$ cat config.mk
export PLATFORM = sky130hd
export DESIGN_NAME = matrix_result_reader
export DESIGN_NICKNAME = d
export VERILOG_FILES = /design/src/rtl/mat_pkg.sv /design/src/rtl/elem_fifo2.sv /design/src/rtl/matrix_result_reader.sv
export SDC_FILE = /design/constraint.sdc
export NUM_CORES = 1
export LEC_CHECK = 0
export CAP_MARGIN = 20
export CORE_ASPECT_RATIO = 0.9
export CORE_MARGIN = 5
export CORE_UTILIZATION = 50
export DETAILED_ROUTE_END_ITERATION = 16
export PLACE_DENSITY_LB_ADDON = 0.3
export SLEW_MARGIN = 20
export SYNTH_ARGS = -nofsm -noshare
export SYNTH_HDL_FRONTEND = slang
export SYNTH_SLANG_ARGS = --single-unit
$ cat constraint.sdc
create_clock -name clk -period 3.9 [get_ports clk]
set_input_delay 0.585 -clock clk [delete_from_list [all_inputs] [get_ports clk]]
set_output_delay 0.585 -clock clk [all_outputs]
set_load 0.005 [all_outputs]
$ cat src/rtl/mat_pkg.sv
// Shared constants and types for the result-matrix readout path.
// Elements are stored with their row/col/last tags so the stream stays self-describing.
package mat_pkg;
   localparam int DATA_W = 19;
   localparam int DIM    = 8;
   localparam int ADDR_W = 6;
   localparam int IDX_W  = 3;

   typedef enum logic [1:0] {
      IDLE  = 2'd0,
      ISSUE = 2'd1,
      DRAIN = 2'd2,
      FIN   = 2'd3
   } rd_state_t;

   typedef struct packed {
      logic [DATA_W-1:0] data;
      logic [IDX_W-1:0]  row;
      logic [IDX_W-1:0]  col;
      logic              last_row;
      logic              last;
   } elem_t;

   function automatic logic [ADDR_W-1:0] elem_addr(input logic [IDX_W-1:0] row,
                                                   input logic [IDX_W-1:0] col);
      return {row, col};
   endfunction
endpackage

$ cat src/rtl/elem_fifo2.sv
// Two-entry shift FIFO: slot 0 is always the head, so the head is a plain register.
// A vacated slot is zeroed, which keeps the stream outputs at zero while empty.
module elem_fifo2
   import mat_pkg::*;
(
   input  logic       clk,
   input  logic       rst_n,
   input  logic       i_push,
   input  elem_t      i_din,
   input  logic       i_pop,
   output elem_t      o_head,
   output logic [1:0] o_count
);
   elem_t      r_slot0;
   elem_t      r_slot1;
   logic [1:0] r_count;

   // Storage and occupancy update; the parent never pushes when full or pops when empty.
   always_ff @(posedge clk or negedge rst_n) begin
      if (!rst_n) begin
         r_slot0 <= '0;
         r_slot1 <= '0;
         r_count <= 2'd0;
      end else begin
         case ({i_push, i_pop})
            2'b10: begin
               if (r_count == 2'd0) r_slot0 <= i_din;
               else                 r_slot1 <= i_din;
               r_count <= r_count + 2'd1;
            end
            2'b01: begin
               r_slot0 <= r_slot1;
               r_slot1 <= '0;
               r_count <= r_count - 2'd1;
            end
            2'b11: begin
               if (r_count == 2'd1) begin
                  r_slot0 <= i_din;
               end else begin
                  r_slot0 <= r_slot1;
                  r_slot1 <= i_din;
               end
            end
            default: begin
            end
         endcase
      end
   end

   assign o_head  = r_slot0;
   assign o_count = r_count;
endmodule

$ cat src/rtl/matrix_result_reader.sv
// Walks the 8x8 result RAM in row- or column-major order and streams each element
// with row/col/last tags; a 2-entry buffer plus one in-flight read absorbs RAM latency.
module matrix_result_reader
   import mat_pkg::*;
(
   input  logic              clk,
   input  logic              rst,
   input  logic              start,
   input  logic              col_major,
   output logic              busy,
   output logic              done,
   output logic              ram_rd_en,
   output logic [ADDR_W-1:0] ram_rd_addr,
   input  logic [DATA_W-1:0] ram_rd_data,
   output logic [DATA_W-1:0] m_data,
   output logic              m_valid,
   input  logic              m_ready,
   output logic [IDX_W-1:0]  m_row,
   output logic [IDX_W-1:0]  m_col,
   output logic              m_last_row,
   output logic              m_last
);
   rd_state_t        r_state;
   rd_state_t        w_next_state;
   logic [5:0]       r_n;
   logic             r_col_major;
   logic             r_inflight;
   logic [IDX_W-1:0] r_tag_row;
   logic [IDX_W-1:0] r_tag_col;
   logic             r_tag_last_row;
   logic             r_tag_last;

   logic [IDX_W-1:0] w_row;
   logic [IDX_W-1:0] w_col;
   logic             w_issue;
   logic             w_credit_ok;
   logic             w_pop;
   logic [1:0]       w_count;
   elem_t            w_head;
   elem_t            w_din;

   assign w_row = r_col_major ? r_n[2:0] : r_n[5:3];
   assign w_col = r_col_major ? r_n[5:3] : r_n[2:0];

   assign m_valid = (w_count != 2'd0);
   assign w_pop   = m_valid & m_ready;
   // Occupancy after this cycle's pop, counting the read already in flight, must leave room.
   assign w_credit_ok = (({1'b0, w_count} + {2'b00, r_inflight} - {2'b00, w_pop}) < 3'd2);

   // Next-state and read-issue decode.
   always_comb begin
      w_next_state = r_state;
      w_issue      = 1'b0;
      case (r_state)
         IDLE: begin
            if (start) w_next_state = ISSUE;
            else       w_next_state = IDLE;
         end
         ISSUE: begin
            w_issue = w_credit_ok;
            if (w_credit_ok && (r_n == 6'd63)) w_next_state = DRAIN;
            else                               w_next_state = ISSUE;
         end
         DRAIN: begin
            if (w_pop && w_head.last) w_next_state = FIN;
            else                      w_next_state = DRAIN;
         end
         FIN:     w_next_state = IDLE;
         default: w_next_state = IDLE;
      endcase
   end

   // State, issue counter, order latch and the tag riding with the in-flight read.
   always_ff @(posedge clk or negedge rst) begin
      if (!rst) begin
         r_state        <= IDLE;
         r_n            <= 6'd0;
         r_col_major    <= 1'b0;
         r_inflight     <= 1'b0;
         r_tag_row      <= '0;
         r_tag_col      <= '0;
         r_tag_last_row <= 1'b0;
         r_tag_last     <= 1'b0;
      end else begin
         r_state    <= w_next_state;
         r_inflight <= w_issue;
         if ((r_state == IDLE) && start) begin
            r_col_major <= col_major;
            r_n         <= 6'd0;
         end else if (w_issue) begin
            r_n <= r_n + 6'd1;
         end
         if (w_issue) begin
            r_tag_row      <= w_row;
            r_tag_col      <= w_col;
            r_tag_last_row <= (r_n[2:0] == IDX_W'(DIM - 1));
            r_tag_last     <= (r_n == 6'd63);
         end
      end
   end

   assign w_din = '{data: ram_rd_data, row: r_tag_row, col: r_tag_col,
                    last_row: r_tag_last_row, last: r_tag_last};

   elem_fifo2 u_fifo (
      .clk     (clk),
      .rst_n   (rst),
      .i_push  (r_inflight),
      .i_din   (w_din),
      .i_pop   (w_pop),
      .o_head  (w_head),
      .o_count (w_count)
   );

   assign busy        = (r_state == ISSUE) || (r_state == DRAIN);
   assign done        = (r_state == FIN);
   assign ram_rd_en   = w_issue;
   assign ram_rd_addr = elem_addr(w_row, w_col);
   assign m_data      = w_head.data;
   assign m_row       = w_head.row;
   assign m_col       = w_head.col;
   assign m_last_row  = w_head.last_row;
   assign m_last      = w_head.last;
endmodule

Yosys cells after proc, flatten, opt, wreduce, memory -nomap -nowiden
Index checks and enable logic that the tools add are counted.
Widths: inputs -> output; s select.
{"block": "word_totals", "inputBits": 24, "word_cells": 66, "out_inout_bits": 37, "register_bits": 74}
{"block": "classes", "add_sub_neg": 5, "n_bitwise": 1, "n_reduce_logical": 12, "n_mux": 16, "magnitude_cmp": 1, "n_eq_ne": 12}
{"cell": "$pmux 27 s3", "n": 2}
{"cell": "$mux 27", "n": 4}
{"cell": "$mux 6", "n": 2}
{"cell": "$eq 2x2->1 const B", "n": 4}
{"cell": "$pmux 2 s4", "n": 1}
{"cell": "$add 6x1->6 const B", "n": 1}
{"cell": "$eq 2x1->1 const B", "n": 3}
{"cell": "$eq 6x6->1 const B", "n": 1}
{"cell": "$mux 3", "n": 2}
{"cell": "$reduce_bool 2->1", "n": 3}
{"cell": "$logic_not 2->1", "n": 2}
{"cell": "$ne 2x2->1 const B", "n": 2}
{"cell": "$pmux 2 s2", "n": 1}
{"cell": "$add 2x1->3", "n": 1}
{"cell": "$eq 3x3->1 const B", "n": 1}
{"cell": "$logic_and 1x1->1", "n": 3}
{"cell": "$lt 3x2->1 const B", "n": 1}
{"cell": "$mux 1", "n": 3}
{"cell": "$reduce_and 3->1", "n": 1}
{"cell": "$reduce_bool 3->1", "n": 1}
{"cell": "$sub 3x1->3", "n": 1}
{"cell": "$add 2x1->2 const B", "n": 1}
{"cell": "$mux 2", "n": 1}
{"cell": "$ne 2x1->1 const B", "n": 1}
{"cell": "other kinds (4)", "n": 4}

Depth between registers and ports, before layout
Gate-level depths: netlist of the first run.
{"block": "depth", "ltp_word": 7, "ltp_mapped": 11, "depth_no_buf": 9}

Cells and area by module
Synthesis of the first run repeated with hierarchy kept, for this count alone.
{"block": "hier_totals", "hier_cells": 387, "hier_area_um2": 3831.2}
{"mod": "elem_fifo2", "n_inst": 1, "area_per_inst_um2": 2807.7, "cells_each": 295, "seq_area_each_um2": 1401.3}
{"mod": "matrix_result_reader", "n_inst": 1, "area_per_inst_um2": 1023.5, "cells_each": 92, "seq_area_each_um2": 450.4}

Worst setup path before layout of the first run
No wires, ideal clock.
{"block": "synth_timing", "path_type": "flip-flop to output port", "from": "reg u_fifo.r_count[1] (netlist: u_fifo.o_count[1])", "to": "out ram_rd_en", "path_slack_ns": 0.834, "n_path_buf": 3, "t_required_ns": 3.315, "stages_incl_launch_ff": 11, "t_arrival_ns": 2.481, "cell_sequence": "dfrtp_1 > inv_1 > ha_1 > nor2b_1 > buf_2 > buf_2 > nand2_1 > fa_1 > nand2b_1 > buf_1 > nor2_4"}
{"block": "synth_between", "elab_chain_len": 5, "elab_cells_between_ends": 6, "cone_classes": "add/sub (2); order compare (1); mux (1); bitwise (1); reduce/logical (1)"}
{"element": "start: declaration", "line_no": "elem_fifo2.sv:16", "rtl": "logic [1:0] r_count;"}
{"element": "start signal: assignment", "line_no": "elem_fifo2.sv:29", "rtl": "r_count <= r_count + 2'd1;"}
{"element": "start signal: assignment", "line_no": "elem_fifo2.sv:34", "rtl": "r_count <= r_count - 2'd1;"}
{"element": "parallel branches: the longest is 2 deep, another holds $add 2x1->3"}
{"element": "$sub 3x1->3 (*)", "line_no": "matrix_result_reader.sv:48", "rtl": "assign w_credit_ok = (({1'b0, w_count} + {2'b00, r_inflight} - {2'b00, w_pop}) < 3'd2);"}
{"element": "$lt 3x2->1 (*)", "line_no": "matrix_result_reader.sv:48"}
{"element": "$mux 1 (*)", "line_no": "matrix_result_reader.sv:54", "rtl": "case (r_state)"}
{"element": "end: declaration", "line_no": "matrix_result_reader.sv:12", "rtl": "output logic ram_rd_en,"}
Every way passes the cells marked *.

Worst setup path after layout of the first run
Same ends and word-level chain as after synthesis.

==> results of run 1 <==
==> worst min-delay path by stage <==
stage,start,endpoint,cells after the start
after floorplan,rst,asynchronous set/reset pin,0
after global placement,r_tag_col[1],r_tag_col[1],1
after detailed placement,r_tag_col[1],r_tag_col[1],1
after CTS,rst,u_fifo.o_head[10],1
after global routing,rst,u_fifo.o_head[9],1
final,rst,u_fifo.o_head[10],1
==> metal layers <==
metal  GRT usage  vias up
li1            -     1374
met1       0.258     1443
met2       0.315       96
met3      0.0432       16
met4      0.0696        0
met5           0        -
==> cell type report <==
class	instances	area share
clock buffer	11	0.0313
clock inverter	5	0.0172
inverter	33	0.0274
multi-input combinational	241	0.349
sequential	74	0.409
tap	93	0.0257
timing repair buffer	65	0.141
==> where the power goes <==
group | switching, mW | leakage, nW | internal (mW)
clock network | 0.282 | 0.109 | 0.376
logic | 0.738 | 0.950 | 0.746
registers | 0.209 | 0.928 | 1.07
total | 1.23 | 1.99 | 2.19
==> registers in the layout (all words and copies together), names as in the netlist, named ones only <==
signal and flops:
u_fifo.o_count 2, r_inflight 1, r_tag_last_row 1, r_tag_row 3, u_fifo.r_slot1 27, r_n 6
r_tag_last 1, u_fifo.o_head 27, r_tag_col 3, r_state 1, r_col_major 1
==> cells in the mapped netlist (all sizes together), types with 6 or more instances <==
master and count:
clkbuf 13, mux2i 29, buf 14, mux2 15, nor2 31, a31oi 28
dfrtp 74, nand3 32, inv 33, ha 9, nand2 34, o21ai 31
a21oi 6
==> cell families (layout without fill, tap and decap cells) <==
group | after synthesis | count (layout) | synth area share
and+or+nand+nor | 111 | 111 | 0.137
muxes | 44 | 44 | 0.124
buffers and inverters | 60 | 114 | 0.0784
xor gates and xnor gates | 4 | 4 | 0.0115
AOI/OAI and AO/OA | 72 | 72 | 0.114
DFF | 74 | 74 | 0.500
adders and majority gates | 10 | 10 | 0.0358
==> worst max-delay path, stage by stage, from the launching register on <==
cell and delay, ns:
dfrtp_1 0.44, inv_2 0.14, ha_2 0.28, nor2b_2 0.09
xnor2_1 0.27, nor2b_1 0.10, fa_1 0.48, nand2b_2 0.28
nor2_4 0.14, clkdlybuf4s50_1 0.51
==> per-stage QoR <==
stage	std cells	cell area (um2)	hold WS (ns)	util
6_report	522	4520	0.380	0.633
5_1_grt	522	4520	0.447	0.633
4_1_cts	522	4520	0.419	0.632
3_5_place_dp	506	4300	0.504	0.601
3_3_place_gp	506	4300	0.496	0.601
2_1_floorplan	375	3700	0.289	-
==> cell usage in the layout, fill, tap and decap left out, drive strengths merged, types with 9 or more instances in the layout <==
master         netlist  layout
dfrtp               74      74
mux2                15      15
ha                   9       9
mux2i               29      29
a31oi               28      28
nor2                31      31
inv                 33      33
nand2               34      34
nand3               32      32
clkdlybuf4s50        0      59
o21ai               31      31
clkbuf              13      11
==> out/metrics.cfg, run 1 <==
[run_status]
status=completed

[logic_synthesis]
ys_types=36
synth_area_leaders=dfrtp_1, mux2i_1, a31oi_1
synth_top_area_frac=0.500
syn-num-nets=409
yosysTopAreaCell=dfrtp_1
synth_seq_cells=74
syn_area_mm2=0.00370
synth_flop_cell=dfrtp_1
yosysSeqAreaShare=0.500
synth-async-reset-ratio=1.00
netlist_instances=375
syn_area_per_cell_um2=9.88
yosysWarnings=0
synth_edf_count=0

[worst_setup_path]
rr_worst_depth=10
critPathArrivalTime_ns=3.07
worst-path-max-fanout=9
ff2ff_setup_slack_ns=1.01
start_kind=flip-flop
worstSetupPathType=flip-flop to primary output
endpoint=ram_rd_en
required_ns=3.31
end_kind=primary output
reg2reg_to=r_tag_last_row
cp-startpoint=u_fifo.o_count[1]
rr_startpoint=u_fifo.o_count[1]

[placed_design]
place_congestion=0.840
place_hpwl_um=5360
dp_slack_ns=0.247
io_buffers=60

[global_routing]
grt_overflow=0
grt_pass1_vias=2931
antenna_found_initial=0
grt_use_total=0.195
grt_pass1_wl_um=14300
grt_max_degree=75

[clock_tree]
cts_sinks=74
clock-root-buffer=clkbuf_8
cts_made_buffers=9
clock_path_buffers=2
cts_tree=built
htreeDepth=3
cts_hold_buf=0
postCtsSetupBuffers=0
insertion_delay_ns=0.34
path_clk_slew_ns=0.07
ctsResizeCount=0

[sta]
finalMaxSlewViolations=0
fin_crit_sh=0.938
rsz0062_at_grt=false
hold_viol=0
max_slew_margin=0.276
final.setup.worst_slack_ns=0.242
setup-tns-final_ns=0
min_period_ns=3.66
fmax_mhz=273
fin_skew_ns=0.00598
setup_viol_count_final=0
tightest_slew_ns=1.09

[cells_and_area]
multiInputGateArea_mm2=0.00158
fin_nets=458
drive_gt1_frac=0.105
area_delta_synth_final_pct=22.1
n_antenna_cell=0
seq_area_mm2=0.00185
fill_cells=590

[routing]
wl_met2_um=4060
top_layer=met4
avgRoutedWirePerCell_um=16.4
wl_met1_um=3870
vias=2929
routed_wl_um=8550
drt-initial-drc-count=211
via_per_inst=5.61
drc=0
drtAntennaViolNets=0
dr.pass1.iters=4
dr_wl_met3_um=457

[pwr]
vdd_drop_max_mv=0.355
leakagePower_nw=1.99
p_total_mw=3.42
power_density_mw_per_mm2=756

[floorplan]
die_y_um=91.6
core_area_mm2=0.00715
die_w_um=101
dieArea_mm2=0.00923
pin_count=61
start_util=0.518
rows=29

[worst_hold_path]
holdCritPathClass=primary input to asynchronous set/reset pin

[run]
cap_violations=0

(Power assumes the default switching activity.)
==> run 2: changes to the inputs <==
--- a/config.mk
+++ b/config.mk
@@ -8,7 +8,7 @@
 export CAP_MARGIN = 20
 export CORE_ASPECT_RATIO = 0.9
 export CORE_MARGIN = 5
-export CORE_UTILIZATION = 50
+export CORE_UTILIZATION = 48
 export DETAILED_ROUTE_END_ITERATION = 16
 export PLACE_DENSITY_LB_ADDON = 0.3
 export SLEW_MARGIN = 20
==> constraint.sdc (replaced) <==
create_clock -name clk -period 2.9 [get_ports clk]
set_input_delay 0.435 -clock clk [delete_from_list [all_inputs] [get_ports clk]]
set_output_delay 0.435 -clock clk [all_outputs]
set_load 0.005 [all_outputs]
==> run 2 against run 1 <==
Routed wire length is 1.8% higher; combinational power is 43% higher; final cell count is 2.7% higher; largest power group unchanged; worst hold slack lost 0.17 ns; clock skew is 0.0067 ns higher; clock power increased by 50%; via count rose by 0.14%; critical endpoint unchanged; critical path depth down 1; non-clock buffer count increased by 11; die area is 3.7% higher.
==> out/metrics.cfg, run 2 (same netlist as run 1, synthesis figures left out) <==
[sta]
fin_skew_ns=0.0127
fmax_mhz=367
setup_viol_count_final=0
finalMaxSlewViolations=0
hold_viol=0
min_period_ns=2.72
fin_crit_sh=0.939
max_slew_margin=0.377
tightest_slew_ns=0.935
rsz0062_at_grt=false

[clock_tree]
cts_tree=built
insertion_delay_ns=0.35
path_clk_slew_ns=0.07
htreeDepth=3
clock_path_buffers=2
cts_made_buffers=9
postCtsSetupBuffers=0
cts_sinks=74
clock-root-buffer=clkbuf_8

[cells_and_area]
fin_nets=469
n_antenna_cell=0
final_util=0.616
final_cell_mix=dfrtp_1, clkdlybuf4s50_1, nand2_1
area_delta_synth_final_pct=25.5
layout_commonest_cell=dfrtp_1
drive_gt1_frac=0.127
fin_cells=536

[worst_setup_path]
worstSetupPathType=primary input to primary output
required_ns=2.47
worst-path-max-fanout=3
critPathArrivalTime_ns=2.29
ff2ff_setup_slack_ns=0.39
start_kind=primary input
end_kind=primary output

[placed_design]
place_hpwl_um=5560
place_congestion=0.789
io_buffers=60
numPlacedInstances=520

[run]
cap_violations=0

[routing]
via_per_inst=5.47
vias=2933
drt-initial-drc-count=176
routed_wl_um=8700
avgRoutedWirePerCell_um=16.2
drc=0
dr.pass1.iters=4
drtAntennaViolNets=0

[run_status]
status=completed

[global_routing]
antenna_found_initial=0
grt_max_degree=75
grt_use_total=0.196
grt_overflow=0
grt_pass1_vias=2988
grt_pass1_wl_um=14700

[pwr]
power_density_mw_per_mm2=1030
leakagePower_nw=2.07
vdd_drop_max_mv=0.424

[floorplan]
die_y_um=93.3
start_util=0.491
pin_count=61
core_area_mm2=0.00754
rows=30
die_w_um=103
dieArea_mm2=0.00957

[worst_hold_path]
holdCritPathClass=primary input to asynchronous set/reset pin

## run 2: changes by cell type in the layout (fill, tap and decap cells not counted), sizes merged
cell	delta
clkbuf	+2
clkinv	-1
clkdlybuf4s50	-1
bufinv	+1
buf	+11
clkinvlp	-1
## run 2: area by class of cell
| type | instances | area [um2] |
|---|---|---|
| sequential | 74 | 1850 |
| multi-input combinational | 241 | 1590 |
| inverter | 33 | 124 |
| tap | 96 | 120 |
| clock inverter | 4 | 98.8 |
| fill | 636 | 2900 |
| timing repair buffer | 76 | 713 |
| clock buffer | 12 | 145 |
## run 2: metal layers
layer | vias up | share of wire | global-route usage | wire length, um
met5 | - | 0 | 0 | 0
met3 | 10 | 0.059 | 0.0559 | 516
li1 | 1395 | - | - | -
met4 | 0 | 0.013 | 0.0503 | 114
met1 | 1446 | 0.45 | 0.264 | 3880
met2 | 82 | 0.48 | 0.311 | 4190
## run 2: worst paths after layout
| path | start | to | depth (start not counted) |
|---|---|---|---|
| worst min-delay path | rst | u_fifo.o_head[10] | 1 |
| max in group asynchronous | rst | r_tag_col[0] | 1 |
| worst max register to register | u_fifo.o_count[0] | r_n[3] | 10 |
| min in group clk | u_fifo.r_slot1[14] | u_fifo.r_slot1[14] | 2 |
| worst max-delay path | m_ready | ram_rd_en | 8 |
| worst min register to register | u_fifo.r_slot1[14] | u_fifo.r_slot1[14] | 2 |
## run 2: what timing repair did
action | in CTS | in global routing
gates cloned | 0 | 0
setup endpoints to repair | 1 | 1
pin swaps | 1 | 1
gates resized for setup | 4 | 2
hold buffers | 0 | 0
## run 2: worst max-delay path: stages
cell and delay [ns]:
clkdlybuf4s50_1 0.50, nor2b_4 0.20, xnor2_2 0.09, nor2b_1 0.15, fa_1 0.48, nand2b_4 0.18
nor2_4 0.12, clkbuf_2 0.13
## run 2: stage by stage
stage	cell area, um2	setup TNS [ns]	worst slack, ns	total power [mW]	hold slack [ns]
2_1_floorplan	3710	0	0.0435	2.94	0.139
3_3_place_gp	4390	-0.338	-0.298	3.75	0.496
3_5_place_dp	4390	-0.552	-0.322	3.81	0.495
4_1_cts	4650	0	0.00658	4.86	0.252
5_1_grt	4650	0	0.0379	5.17	0.313
6_report	4650	0	0.177	4.81	0.214
## run 2: power by group
group | internal (mW) | total [mW] | switching, mW
Combinational | 1.08 | 2.11 | 1.03
Sequential | 1.44 | 1.71 | 0.275
Clock | 0.598 | 0.987 | 0.389
Total | 3.12 | 4.81 | 1.69
==> patch: new RTL, flow settings as in run 1 <==
`DATA_W`: 19 -> 38.
--- a/src/rtl/mat_pkg.sv
+++ b/src/rtl/mat_pkg.sv
@@ -3,3 +3,3 @@
 package mat_pkg;
-   localparam int DATA_W = 19;
+   localparam int DATA_W = 38;
    localparam int DIM    = 8;
Ports: changed (resized m_data and ram_rd_data); port bits go from 61 to 99. No check against the original RTL was run, so the function may have changed too.
==> patch against run 1 <==
  * Setup slack worse by 0.072 ns
  * Worst hold slack worse by 0.059 ns
  * Synthesized area up 49%
  * Design area up 50%
  * Cell count up 48%
  * Critical endpoint unchanged
  * Combinational power up 57%
  * Sequential cell count up 38
  * Maximum frequency down 1.9%
  * Routed wire length up 55%
  * Largest cell class unchanged
  * Utilization down 0.45 points
  * Power up 54%
==> patch: results (changes against run 1) <==
Outcome:
- Run status: finished clean (unchanged).

GRT:
- The number of global-route vias before repair is 4331 (was 2931).
- The largest net degree at the start of global routing is 93 (was 75).
- The fraction of met1 tracks used by global routing was 29.34% (was 25.76%).
- The met3 track demand over resource came to 3.858% (was 4.325%).
- The global routing met2 resource utilization came to 34.94% (was 31.52%).

Power:
- The leakage power total is 3.004 nW (was 1.987 nW).

Logic synthesis:
- Commonest cells in the netlist: sky130_fd_sc_hd__dfrtp_1 (112), sky130_fd_sc_hd__inv_1 (53), sky130_fd_sc_hd__nand2_1 (51), sky130_fd_sc_hd__nand3_1 (51), sky130_fd_sc_hd__nor2_1 (50) (was sky130_fd_sc_hd__dfrtp_1 (74), sky130_fd_sc_hd__nand2_1 (34), sky130_fd_sc_hd__inv_1 (33)).
- Leading post-synthesis cells by cell area: sky130_fd_sc_hd__dfrtp_1 (51%), sky130_fd_sc_hd__mux2i_1 (8.9%), sky130_fd_sc_hd__a31oi_1 (5.3%) (was sky130_fd_sc_hd__dfrtp_1 (50%), sky130_fd_sc_hd__mux2i_1 (7.8%), sky130_fd_sc_hd__a31oi_1 (4.7%)).
- The distinct cell type count of the synthesized netlist is 37 (was 36).
- The synthesis-stage register bit count is 112 (was 74).
- The post-synthesis net count is 614 (was 409).

Placed design:
- The routability congestion estimate from global placement came to 0.7978 (was 0.8400).
- The count of buffers from port buffering is 98 (was 60).

Detailed routing:
- The via density per instance is 5.581 (was 5.611).
- The sum of met3 wire segment lengths after detailed routing is 669 um (was 457 um).
- The routed length on met1 is 5954 um (was 3874 um).

Layout:
- The non-clock inverter total of the final layout came to 53 (was 33).
- The number of nets in the layout is 690 (was 458).
- The share of final-layout standard cells stronger than drive strength 1 is 7.788% (was 10.49%).
- The clock buffer and inverter area fraction after layout is 4.514% (was 4.841%).
- The register share of the cell area is 41.27% (was 40.94%).
- The count of filler cells inserted in the layout is 937 (was 590).

Timing:
- The max-slew headroom at the worst pin came to 39.66% (was 27.56%).

Setup path:
- The worst reg2reg path endpoint was r_n[3]$_DFFE_PN0P_ (was r_tag_last_row$_DFFE_PN0P_).
- The setup slack of the worst register-to-register path is 0.93 ns (was 1.01 ns).

Clocking:
- The clock tree root driver cell is sky130_fd_sc_hd__clkbuf_16 (was sky130_fd_sc_hd__clkbuf_8).
patch: cell types whose count changed after synthesis, sizes merged, moves of 19 or more:
cell   before  now
a31oi      28   47
inv        33   53
nand3      32   51
nor2       31   51
mux2i      29   49
dfrtp      74  112
o21ai      31   50
patch: critical path, stage by stage, from the launching register on:
cell                              delay [ns]
sky130_fd_sc_hd__dfrtp_1                0.49
sky130_fd_sc_hd__inv_1                  0.15
sky130_fd_sc_hd__ha_2                   0.27
sky130_fd_sc_hd__and2b_2                0.26
sky130_fd_sc_hd__xnor2_1                0.15
sky130_fd_sc_hd__nand2b_1               0.17
sky130_fd_sc_hd__fa_2                   0.56
sky130_fd_sc_hd__nand2_2                0.14
sky130_fd_sc_hd__nor2_8                 0.12
sky130_fd_sc_hd__clkdlybuf4s50_1        0.51
patch: stage by stage:
| step | area [um2] | hold WS [ns] | power (mW) | cells | setup slack (ns) |
|---|---|---|---|---|---|
| floorplan | 5504 | 0.2894 | 3.404 | 561 | 0.9476 |
| global placement | 6480 | 0.5048 | 4.235 | 759 | 0.2501 |
| detailed placement | 6480 | 0.5098 | 4.341 | 759 | 0.1991 |
| CTS | 6787 | 0.3607 | 5.297 | 775 | 0.02208 |
| global route | 6792 | 0.3984 | 5.632 | 775 | 0.02655 |
| finish | 6792 | 0.3209 | 5.257 | 775 | 0.1703 |
patch: kinds of logic after synthesis:
family	after synthesis	share of synthesized area (%)
DFF	112	50.92
AOI/OAI and AO/OA	108	11.25
buffers and inverters	95	8.070
xor gates and xnor gates	4	0.9776
adders and majority gates	10	2.410
muxes	65	12.73
and+or+nand+nor	167	13.64
patch: where the power goes:
part	switching, mW	internal, mW
clock	0.426	0.522
combinational	1.16	1.16
sequential	0.326	1.66
